[config.mk]
export PLATFORM = sky130hd
export DESIGN_NAME = debug_tx_arbiter_flat
export DESIGN_NICKNAME = d
export VERILOG_FILES = /design/src/rtl/debug_tx_arbiter_pkg.sv /design/src/rtl/debug_tx_arbiter_if.sv /design/src/rtl/debug_tx_arbiter_rr_pick.sv /design/src/rtl/debug_tx_arbiter.sv /design/src/flat_wrapper.sv
export SDC_FILE = /design/constraint.sdc
export NUM_CORES = 1
export LEC_CHECK = 0
export CORE_AREA = 5 5 68 70
export DETAILED_ROUTE_END_ITERATION = 8
export DIE_AREA = 0 0 73 75
export PLACE_DENSITY_LB_ADDON = 0.2
export SLEW_MARGIN = 20
export SYNTH_ARGS = -nofsm -noshare
export SYNTH_HDL_FRONTEND = slang
export SYNTH_SLANG_ARGS = --single-unit
[constraint.sdc]
create_clock -name MainCLK -period 1.8 [get_ports MainCLK]
set_input_delay 0.36 -clock MainCLK [delete_from_list [all_inputs] [get_ports MainCLK]]
set_output_delay 0.36 -clock MainCLK [all_outputs]
set_load 0.02 [all_outputs]
[src/rtl/debug_tx_arbiter_pkg.sv]
// Shared types and constants for the debug-console transmit arbiter.
// Optional CR/LF trailer states are built only when DBG_TX_CRLF_EN is defined.
package debug_tx_pkg;

    localparam logic [7:0] DBG_CR = 8'h0D;
    localparam logic [7:0] DBG_LF = 8'h0A;

`ifdef DBG_TX_CRLF_EN
    typedef enum logic [2:0] {
        ST_IDLE  = 3'd0,
        ST_FETCH = 3'd1,
        ST_SEND  = 3'd2,
        ST_WAIT  = 3'd3,
        ST_CR    = 3'd4,
        ST_LF    = 3'd5
    } dbg_tx_state_t;
`else
    typedef enum logic [2:0] {
        ST_IDLE  = 3'd0,
        ST_FETCH = 3'd1,
        ST_SEND  = 3'd2,
        ST_WAIT  = 3'd3
    } dbg_tx_state_t;
`endif

endpackage

[src/rtl/debug_tx_arbiter_if.sv]
// Byte-lane request bus and transmitter strobe bundle for debug_tx_arbiter.
// master = arbiter side, slave = sources plus transmitter side.
interface debug_tx_arbiter_if #(
    parameter int NUM_REQ = 3
);

    logic [NUM_REQ-1:0]   req_valid;
    logic [8*NUM_REQ-1:0] req_data;
    logic [NUM_REQ-1:0]   req_last;
    logic [NUM_REQ-1:0]   req_ready;
    logic [NUM_REQ-1:0]   grant;
    logic                 tx_ready;
    logic                 tx_start;
    logic [7:0]           tx_data;
    logic                 busy;
    logic                 timeout_err;

    modport master (
        input  req_valid,
        input  req_data,
        input  req_last,
        input  tx_ready,
        output req_ready,
        output grant,
        output tx_start,
        output tx_data,
        output busy,
        output timeout_err
    );

    modport slave (
        output req_valid,
        output req_data,
        output req_last,
        output tx_ready,
        input  req_ready,
        input  grant,
        input  tx_start,
        input  tx_data,
        input  busy,
        input  timeout_err
    );

endinterface

[src/rtl/debug_tx_arbiter_rr_pick.sv]
// Round-robin first-set-bit finder: searches upward from i_ptr with wrap.
// Purely combinational; o_pick is one-hot or zero.
module rr_pick #(
    parameter int N  = 3,
    parameter int PW = $clog2(N)
) (
    input  logic [N-1:0]  i_req,
    input  logic [PW-1:0] i_ptr,
    output logic [N-1:0]  o_pick,
    output logic          o_any
);

    logic [PW-1:0] w_idx;

    // Walk offsets from far to near so the nearest set bit wins
    always_comb begin
        o_pick = '0;
        o_any  = |i_req;
        w_idx  = '0;
        for (int off = N - 1; off >= 0; off--) begin
            if (int'(i_ptr) + off >= N) begin
                w_idx = PW'(int'(i_ptr) + off - N);
            end else begin
                w_idx = PW'(int'(i_ptr) + off);
            end
            if (i_req[w_idx]) begin
                o_pick        = '0;
                o_pick[w_idx] = 1'b1;
            end
        end
    end

endmodule

[src/rtl/debug_tx_arbiter.sv]
// Round-robin arbiter sharing one RS-232 transmitter among message sources.
// Define DBG_TX_CRLF_EN to append CR/LF after every completed message.
module debug_tx_arbiter
    import debug_tx_pkg::*;
#(
    parameter int NUM_REQ = 3,
    parameter int TIMEOUT = 255
) (
    input  logic               MainCLK,
    input  logic               RST,
    debug_tx_arbiter_if.master bus
);

    localparam int PW = $clog2(NUM_REQ);

    dbg_tx_state_t       r_state;
    logic [PW-1:0]       r_ptr;
    logic [PW-1:0]       r_gidx;
    logic [NUM_REQ-1:0]  r_grant;
    logic [7:0]          r_byte;
    logic                r_last;
    logic [7:0]          r_stall;
    logic                r_hold;
    logic                r_timeout_err;
`ifdef DBG_TX_CRLF_EN
    logic                r_sent;
`endif

    logic [NUM_REQ-1:0]  w_pick;
    logic                w_any;
    logic [PW-1:0]       w_pick_idx;
    logic [PW-1:0]       w_next_ptr;
    logic                w_gvalid;
    logic                w_glast;
    logic [7:0]          w_gdata;
    logic                w_tx_start;
    logic [7:0]          w_tx_data;

    rr_pick #(
        .N  (NUM_REQ),
        .PW (PW)
    ) u_pick (
        .i_req  (bus.req_valid),
        .i_ptr  (r_ptr),
        .o_pick (w_pick),
        .o_any  (w_any)
    );

    // Encode the one-hot pick and select the granted lane's signals
    always_comb begin
        w_pick_idx = '0;
        w_gdata    = '0;
        for (int k = 0; k < NUM_REQ; k++) begin
            if (w_pick[k]) begin
                w_pick_idx = PW'(k);
            end
            if (r_grant[k]) begin
                w_gdata = w_gdata | bus.req_data[8*k +: 8];
            end
        end
        w_gvalid = |(bus.req_valid & r_grant);
        w_glast  = |(bus.req_last & r_grant);
        if (r_gidx == PW'(NUM_REQ - 1)) begin
            w_next_ptr = '0;
        end else begin
            w_next_ptr = r_gidx + PW'(1);
        end
    end

    // Transmitter strobe and byte mux; strobe only when the UART is idle
    always_comb begin
        w_tx_start = 1'b0;
        w_tx_data  = r_byte;
        case (r_state)
            ST_SEND: w_tx_start = bus.tx_ready;
`ifdef DBG_TX_CRLF_EN
            ST_CR: begin
                w_tx_start = bus.tx_ready & ~r_sent;
                w_tx_data  = DBG_CR;
            end
            ST_LF: begin
                w_tx_start = bus.tx_ready & ~r_sent;
                w_tx_data  = DBG_LF;
            end
`endif
            default: ;
        endcase
    end

    assign bus.req_ready   = (r_state == ST_FETCH) ?
                             (bus.req_valid & r_grant) : '0;
    assign bus.grant       = r_grant;
    assign bus.tx_start    = w_tx_start;
    assign bus.tx_data     = w_tx_data;
    assign bus.busy        = (r_state != ST_IDLE);
    assign bus.timeout_err = r_timeout_err;

    // Message FSM: grant, fetch, send, wait for frame, release
    always_ff @(posedge MainCLK) begin
        if (RST) begin
            r_state       <= ST_IDLE;
            r_ptr         <= '0;
            r_gidx        <= '0;
            r_grant       <= '0;
            r_byte        <= '0;
            r_last        <= 1'b0;
            r_stall       <= '0;
            r_hold        <= 1'b0;
            r_timeout_err <= 1'b0;
`ifdef DBG_TX_CRLF_EN
            r_sent        <= 1'b0;
`endif
        end else begin
            r_timeout_err <= 1'b0;
            case (r_state)
                ST_IDLE: begin
                    if (w_any) begin
                        r_grant <= w_pick;
                        r_gidx  <= w_pick_idx;
                        r_stall <= '0;
                        r_state <= ST_FETCH;
                    end
                end
                ST_FETCH: begin
                    if (w_gvalid) begin
                        r_byte  <= w_gdata;
                        r_last  <= w_glast;
                        r_stall <= '0;
                        if (w_gdata != 8'h00) begin
                            r_state <= ST_SEND;
                        end else if (w_glast) begin
                            r_ptr   <= w_next_ptr;
                            r_grant <= '0;
                            r_state <= ST_IDLE;
                        end
                    end else if (r_stall == 8'(TIMEOUT - 1)) begin
                        // Source went quiet: revoke without a trailer
                        r_stall       <= 8'(TIMEOUT);
                        r_timeout_err <= 1'b1;
                        r_ptr         <= w_next_ptr;
                        r_grant       <= '0;
                        r_state       <= ST_IDLE;
                    end else begin
                        r_stall <= r_stall + 8'd1;
                    end
                end
                ST_SEND: begin
                    if (bus.tx_ready) begin
                        r_hold  <= 1'b1;
                        r_state <= ST_WAIT;
                    end
                end
                ST_WAIT: begin
                    // tx_ready is stale on the cycle right after a strobe
                    if (r_hold) begin
                        r_hold <= 1'b0;
                    end else if (bus.tx_ready) begin
                        if (!r_last) begin
                            r_state <= ST_FETCH;
                        end else begin
`ifdef DBG_TX_CRLF_EN
                            r_sent  <= 1'b0;
                            r_state <= ST_CR;
`else
                            r_ptr   <= w_next_ptr;
                            r_grant <= '0;
                            r_state <= ST_IDLE;
`endif
                        end
                    end
                end
`ifdef DBG_TX_CRLF_EN
                ST_CR: begin
                    if (!r_sent) begin
                        if (bus.tx_ready) begin
                            r_sent <= 1'b1;
                            r_hold <= 1'b1;
                        end
                    end else if (r_hold) begin
                        r_hold <= 1'b0;
                    end else if (bus.tx_ready) begin
                        r_sent  <= 1'b0;
                        r_state <= ST_LF;
                    end
                end
                ST_LF: begin
                    if (!r_sent) begin
                        if (bus.tx_ready) begin
                            r_sent <= 1'b1;
                            r_hold <= 1'b1;
                        end
                    end else if (r_hold) begin
                        r_hold <= 1'b0;
                    end else if (bus.tx_ready) begin
                        r_sent  <= 1'b0;
                        r_ptr   <= w_next_ptr;
                        r_grant <= '0;
                        r_state <= ST_IDLE;
                    end
                end
`endif
                default: r_state <= ST_IDLE;
            endcase
        end
    end

endmodule
[src/flat_wrapper.sv]
// flat-port wrapper written by rule: the top's interface ports become plain ports
module debug_tx_arbiter_flat import debug_tx_pkg::*;
#(
    parameter int NUM_REQ = 3,
    parameter int TIMEOUT = 255
)
  (MainCLK, RST, bus_req_valid, bus_req_data, bus_req_last, bus_tx_ready, bus_req_ready, bus_grant, bus_tx_start, bus_tx_data, bus_busy, bus_timeout_err);
  debug_tx_arbiter_if #(.NUM_REQ(NUM_REQ)) bus_i ();
  input  logic MainCLK;
  input  logic RST;
  input wire logic [$bits(bus_i.req_valid)-1:0] bus_req_valid;
  input wire logic [$bits(bus_i.req_data)-1:0] bus_req_data;
  input wire logic [$bits(bus_i.req_last)-1:0] bus_req_last;
  input wire logic [$bits(bus_i.tx_ready)-1:0] bus_tx_ready;
  output wire logic [$bits(bus_i.req_ready)-1:0] bus_req_ready;
  output wire logic [$bits(bus_i.grant)-1:0] bus_grant;
  output wire logic [$bits(bus_i.tx_start)-1:0] bus_tx_start;
  output wire logic [$bits(bus_i.tx_data)-1:0] bus_tx_data;
  output wire logic [$bits(bus_i.busy)-1:0] bus_busy;
  output wire logic [$bits(bus_i.timeout_err)-1:0] bus_timeout_err;
  assign bus_i.req_valid = bus_req_valid;
  assign bus_i.req_data = bus_req_data;
  assign bus_i.req_last = bus_req_last;
  assign bus_i.tx_ready = bus_tx_ready;
  assign bus_req_ready = bus_i.req_ready;
  assign bus_grant = bus_i.grant;
  assign bus_tx_start = bus_i.tx_start;
  assign bus_tx_data = bus_i.tx_data;
  assign bus_busy = bus_i.busy;
  assign bus_timeout_err = bus_i.timeout_err;
  debug_tx_arbiter #(.NUM_REQ(NUM_REQ), .TIMEOUT(TIMEOUT)) u_core (.MainCLK(MainCLK), .RST(RST), .bus(bus_i));
endmodule
# == Word-level counts from Yosys, hierarchy flattened ==
# Index checks and enable logic that the tools add are counted.
# totals
ff_bits,29
inputBits,33
output_inout_bits,17
wordCells,123
# classes
n_addsub,7
n_lt_le_gt_ge,9
n_eq_ne,14
n_mux,58
n_bitwise,5
reduce_logical,21
# op_table
cell,count
3-bit 2-to-1 mux,18
8-bit 2-to-1 mux,6
2-bit 2-to-1 mux,12
8-bit bitwise OR,2
8-bit one-hot mux with 2 select lines,1
3-bit one-hot mux with 4 select lines,1
1-bit 2-to-1 mux,11
"2-bit by 3-bit < comparator with 1-bit output, second input constant",3
3-bit one-hot mux with 3 select lines,1
3-bit OR reduction,3
"8-bit by 1-bit adder with 8-bit output, second input constant",1
"8-bit == test, second input constant",1
"2-bit != test, second input constant",4
2-bit AND reduction,4
8-bit AND reduction,1
8-bit nonzero test,1
7-bit AND reduction,1
3-bit bitwise AND,2
1-bit binary-select mux with 2-bit select,3
1-bit demux with 2-bit select,3
"3-bit by 2-bit == test with 1-bit output, second input constant",2
"2-bit by 1-bit >= comparator with 1-bit output, second input constant",3
"3-bit by 2-bit >= comparator with 1-bit output, second input constant",2
"3-bit != test, second input constant",2
other kinds (20),26

# == Longest topological paths before layout ==
# logic_depth
ltp_word,12
mapped_depth,8
depth_no_buf,7

# == Hierarchy ==
# Synthesis repeated with hierarchy kept, for this count alone.
# unflattened
hier_cells,218
hier_area_um2,1805.5
# by_module_without_submodules
mod,n_inst,cells_each,area_per_inst_um2,seq_area_each_um2
debug_tx_arbiter,1,175,1496.4,560.5
rr_pick,1,43,309.0,0.0

# == Worst setup path before layout ==
# Ideal clock, no wire load.
# synth_timing
kind,register -> register
start,register u_core.r_grant[0] (netlist: u_core.bus.grant[0])
end,register u_core.r_ptr[0]
setup_ps,121
arrival_time_ps,1749
t_required_ps,1679
setup_slack_ps,-70
path_stages_with_launch,7
n_path_buf,1
period_less_slack_ps,1870
path_cell_list,dfxtp_1 > buf_4 > a222oi_1 > nand4_1 > o21ai_2 > nand4_4 > mux2_4
# synth_via
elab_chain_cells,8
word_cells_on_any_way,16
cone_classes,eq/ne (3); mux (5); bitwise (4); reduce/logical (4)
# synth_rtl
element,line,source
start: declaration,debug_tx_arbiter.sv:19,logic [NUM_REQ-1:0] r_grant;
start signal: assignment,debug_tx_arbiter.sv:118,r_grant <= w_pick;
8-bit 2-to-1 mux,debug_tx_arbiter.sv:57,if (r_grant[k]) begin
8-bit bitwise OR,debug_tx_arbiter.sv:58,w_gdata = w_gdata | bus.req_data[8*k +: 8];
8-bit 2-to-1 mux,debug_tx_arbiter.sv:57,
8-bit bitwise OR,debug_tx_arbiter.sv:58,
8-bit 2-to-1 mux,debug_tx_arbiter.sv:57,
8-bit nonzero test,debug_tx_arbiter.sv:129,if (w_gdata != 8'h00) begin
3-bit != test (no line),--,
7-bit AND reduction (no line),--,
end signal: assignment,debug_tx_arbiter.sv:132,r_ptr <= w_next_ptr;
end signal: assignment,debug_tx_arbiter.sv:140,r_ptr <= w_next_ptr;
end signal: assignment,debug_tx_arbiter.sv:165,r_ptr <= w_next_ptr;
end: declaration,debug_tx_arbiter.sv:17,logic [PW-1:0] r_ptr;
# Parallel ways exist; a longest one is shown, timed or not.
# A chain may end at the register's enable or synchronous reset.

# == Worst setup path in the final report ==
# layout_timing
start,input bus_req_data[16]
end,register u_core.r_ptr[0]
# layout_via
elab_chain_cells,5
# layout_rtl
element,line,source
start: declaration,flat_wrapper.sv:12,input wire logic [$bits(bus_i.req_data)-1:0] bus_req_data;
8-bit bitwise OR,debug_tx_arbiter.sv:58,
8-bit 2-to-1 mux,debug_tx_arbiter.sv:57,
8-bit nonzero test,debug_tx_arbiter.sv:129,
3-bit != test (no line),--,
7-bit AND reduction (no line),--,
# No other way between the ends.

==> metrics.md <==
| Metric | Value |
|---|---|
| Outcome | finished with violations |
| Violated checks | negative setup slack |
| Internal reg-to-reg setup slack | -190 ps |
| Final setup violation count | 6 |
| Distinct cell type count after synthesis | 42 |
| Post-Syn Area | 1600 um2 |
| Horiz. Die Dim | 73 um |
| Via-to-Cell Ratio | 5.41 |
| Total wire length | 5.45 mm |
| Number of filler instances in the final layout | 292 |
| Initial core utilization | 40.9% |
| Clock root buffer | sky130_fd_sc_hd__clkbuf_8 |
| Dominant cells by area after synthesis | sky130_fd_sc_hd__dfxtp_1, sky130_fd_sc_hd__a222oi_1, sky130_fd_sc_hd__nor2_1, sky130_fd_sc_hd__ha_1, sky130_fd_sc_hd__a211oi_1 |
| Count of input and output buffers | 49 |
| Biggest area consumer among synthesized cells | sky130_fd_sc_hd__dfxtp_1 |
| Number of antenna violations at the first check in global routing | 0 |
| Mux contribution to synthesized area | 4.77% |
| Final hold viol count | 0 |
| DPL Wire Length | 3.56 mm |
| Worst clock skew | 4.10 ps |
| Number of buffers added by the clock tree synthesis step | 3 |
| Number of instances in the synthesized netlist | 192 |
| Worst-case vdd ir drop | 0.604 mV |
| Adder-Cell Fraction of Synth Area | 4.69% |
| Clk Latency, worst-skew pair | 270 ps |
| Largest net degree at the start of global routing | 25 |
| Area added between synthesis and finish | 77.7% |
| Global placement routability congestion | 0.869 |
| Ys Warns | 0 |
| Iteration count of the initial detailed-routing pass | 7 |
| GR Overflow Total | 0 |
| Maximum clock path buffer count | 2 |
| Post-placement cell area | 2460 um2 |
| Critical path fanouts, max | 3 |
| Height of the die | 75 um |
| Transition time at the pin with the least slew margin | 464 ps |
| Clock transition at the registers of the reported paths | 100 ps |
| Row count | 23 |
| Worst hold slack | 495 ps |
| Combined area of the multi-input logic cells | 1050 um2 |
| Post-synthesis share of cell area spent on xor and xnor gates | 0% |
| Arr. time, crit path | 2190 ps |
| Area of all sequential standard cells | 574 um2 |
| Final cell area excluding filler cells | 2840 um2 |
| Flip-flop and latch count after synthesis | 28 |
| Element type at the critical path start | input pin |
| Final core occ | 72.7% |
| Final Instance Count excl. Fillers | 361 |
| Inserted Diodes | 0 |
| Setup repair after global routing missed its margin | yes |
| Worst min path class | reg2reg |
| H-tree depth reported by CTS | 1 |
| Share of the synthesized area in the top cell type | 35.0% |
| Fin crit period | 2020 ps |
| Worst setup margin | -219 ps |
| Share of flip-flops with an asynchronous set or reset | 0% |
| Number of cells in the design after placement | 328 |
| Main combinational cell family by area after synthesis | compound AO/OA/AOI/OAI gates |
| Vias in the first global route | 1926 |
| Die area | 5480 um2 |
| Fraction of the mapped netlist area in compound gates | 26.5% |
| Synthesized-area fraction occupied by and/or/nand/nor cells | 23.5% |
| Normalized max-slew margin | 69.0% |
| Max Slew Vio Count | 0 |
| Clock tree from TritonCTS | done |
| LEAKAGE | 0.00124 uW |
| Highest clock rate | 495 MHz |
| Clock sink count | 28 |
| Placeable core region | 3910 um2 |
| # hold bufs at CTS | 0 |
| Final Net Count | 351 |
| Average wire length per cell after detail routing | 15.1 um |
| Net count of the mapped netlist | 231 |
| Initial DRC Count | 129 |
| Post-detailed-route DRC marker count | 0 |
| GRT Total Usage | 19.0% |
| Detail Route Antenna Nets | 0 |
| Portion of the post-synthesis area used by sequential elements | 35.0% |
| Ports placed on the boundary | 50 |
| Count of flip-flops with a built-in enable after synthesis | 0 |
| Worst Path Class, Setup | in2reg |
| Mean post-synth cell area | 8.33 um2 |
| Required time of the critical path | 1970 ps |
| First-pass GRT wire length | 8.35 mm |
| Max-cap violations | 0 |
| Fraction of final layout cells with drive strength greater than 1 | 35.7% |
| Dominant synthesized flop cell | sky130_fd_sc_hd__dfxtp_1 |
| Pwr/cell area | 975 nW/um2 |
| Final worst-path cycle share | 112% |
| Total via count in the routed design | 1952 |
| Nature of the critical path endpoint | flip-flop |
-- worst paths after layout --
path	depth (start not counted)	end	from
worst max register to register	5	u_core.r_ptr[0]	u_core.bus.grant[0]
worst min register to register	2	u_core.r_gidx[1]	u_core.r_gidx[1]
worst max-delay path	6	u_core.r_ptr[0]	bus_req_data[16]
worst min-delay path	2	u_core.r_gidx[1]	u_core.r_gidx[1]
-- critical path, stage by stage --
cell	delay [ps]
sky130_fd_sc_hd__clkdlybuf4s50_1	400
sky130_fd_sc_hd__a222oi_1	410
sky130_fd_sc_hd__nand4_1	300
sky130_fd_sc_hd__o21ai_4	290
sky130_fd_sc_hd__nand4_4	120
sky130_fd_sc_hd__mux2_4	310
-- area by class of cell --
cell class	instances	area share, %
inverters	7	1.01
well taps	50	2.20
clock buffers	4	1.94
multi-input cells	145	36.8
flip-flops and latches	28	20.2
repair buffers	127	37.8
-- cell families after synthesis --
family | count (synthesis)
buf+inv | 19
simple gates | 72
compound gates | 60
fa+ha+maj | 6
flops | 28
mux | 7
-- Yosys cell counts, drive strengths merged (2+ instances only) --
library cell  instances
a211oi                9
a21o                  3
a21oi                 9
a222oi               10
a22oi                 4
a31oi                 2
and2                  2
and3                  6
buf                   6
clkbuf                6
dfxtp                28
ha                    6
inv                   7
mux2                  2
mux2i                 5
nand2                 9
nand2b                2
nand3                 7
nand3b                4
nand4                 4
nor2                 25
nor2b                 3
nor3                  4
o21ai                15
o2bb2ai               2
or2                   2
-- metal layers --
metal,up-vias,global-route usage (%),share of wire [%]
li1,963,-,-
met1,922,22.9,41
met2,55,33.3,52
met3,12,3.87,5.4
met4,0,7.38,1.7
met5,-,0,0
-- flip-flops by register name, indices dropped and copies added (netlist names) --
| register | cells |
|---|---|
| u_core.bus.tx_data | 8 |
| u_core.r_stall | 8 |
| u_core.bus.grant | 3 |
| u_core.r_gidx | 2 |
| u_core.r_ptr | 2 |
| u_core.r_state | 2 |
| u_core.bus.timeout_err | 1 |
| u_core.r_hold | 1 |
| u_core.r_last | 1 |
-- layout by cell type, fill, tap and decap left out, drive strengths merged, types with 3 or more instances in the layout --
cell type       n
a211oi          9
buf            78
ha              6
dlygate4sd2    18
o21ai          15
a22oi           4
dfxtp          28
clkdlybuf4s50  26
a21o            3
a222oi         10
nand3b          4
a21oi           9
nand4           4
clkbuf          4
nor3            4
nor2           25
inv             7
mux2i           5
nand2           9
nor2b           3
and3            6
dlymetal6s2s    4
nand3           7
-- stage by stage --
| step | setup WS, ps | TNS (ps) | total power [uW] |
|---|---|---|---|
| after floorplan | 0.0256 | 0 | 1380 |
| after global placement | -446 | -6770 | 1940 |
| after detailed placement | -507 | -7350 | 1950 |
| after CTS | -83.6 | -94.8 | 2560 |
| after global routing | -310 | -1770 | 2940 |
| final | -219 | -1000 | 2770 |
-- power by group --
part	leakage, uW	total (uW)	internal [uW]	switching, uW
sequential	0.000230	783	703	79.9
combinational	0.000985	1590	906	687
clock	0.0000288	396	196	200
total	0.00124	2770	1810	967
-- what timing repair did --
item | CTS | global route
setup buffers | 19 | 10
cloned | 0 | 0
endpoints found under the setup margin | 13 | 19
resized for setup | 34 | 25
pin swaps | 10 | 16
Note: power is estimated with default switching activity, not from simulation.
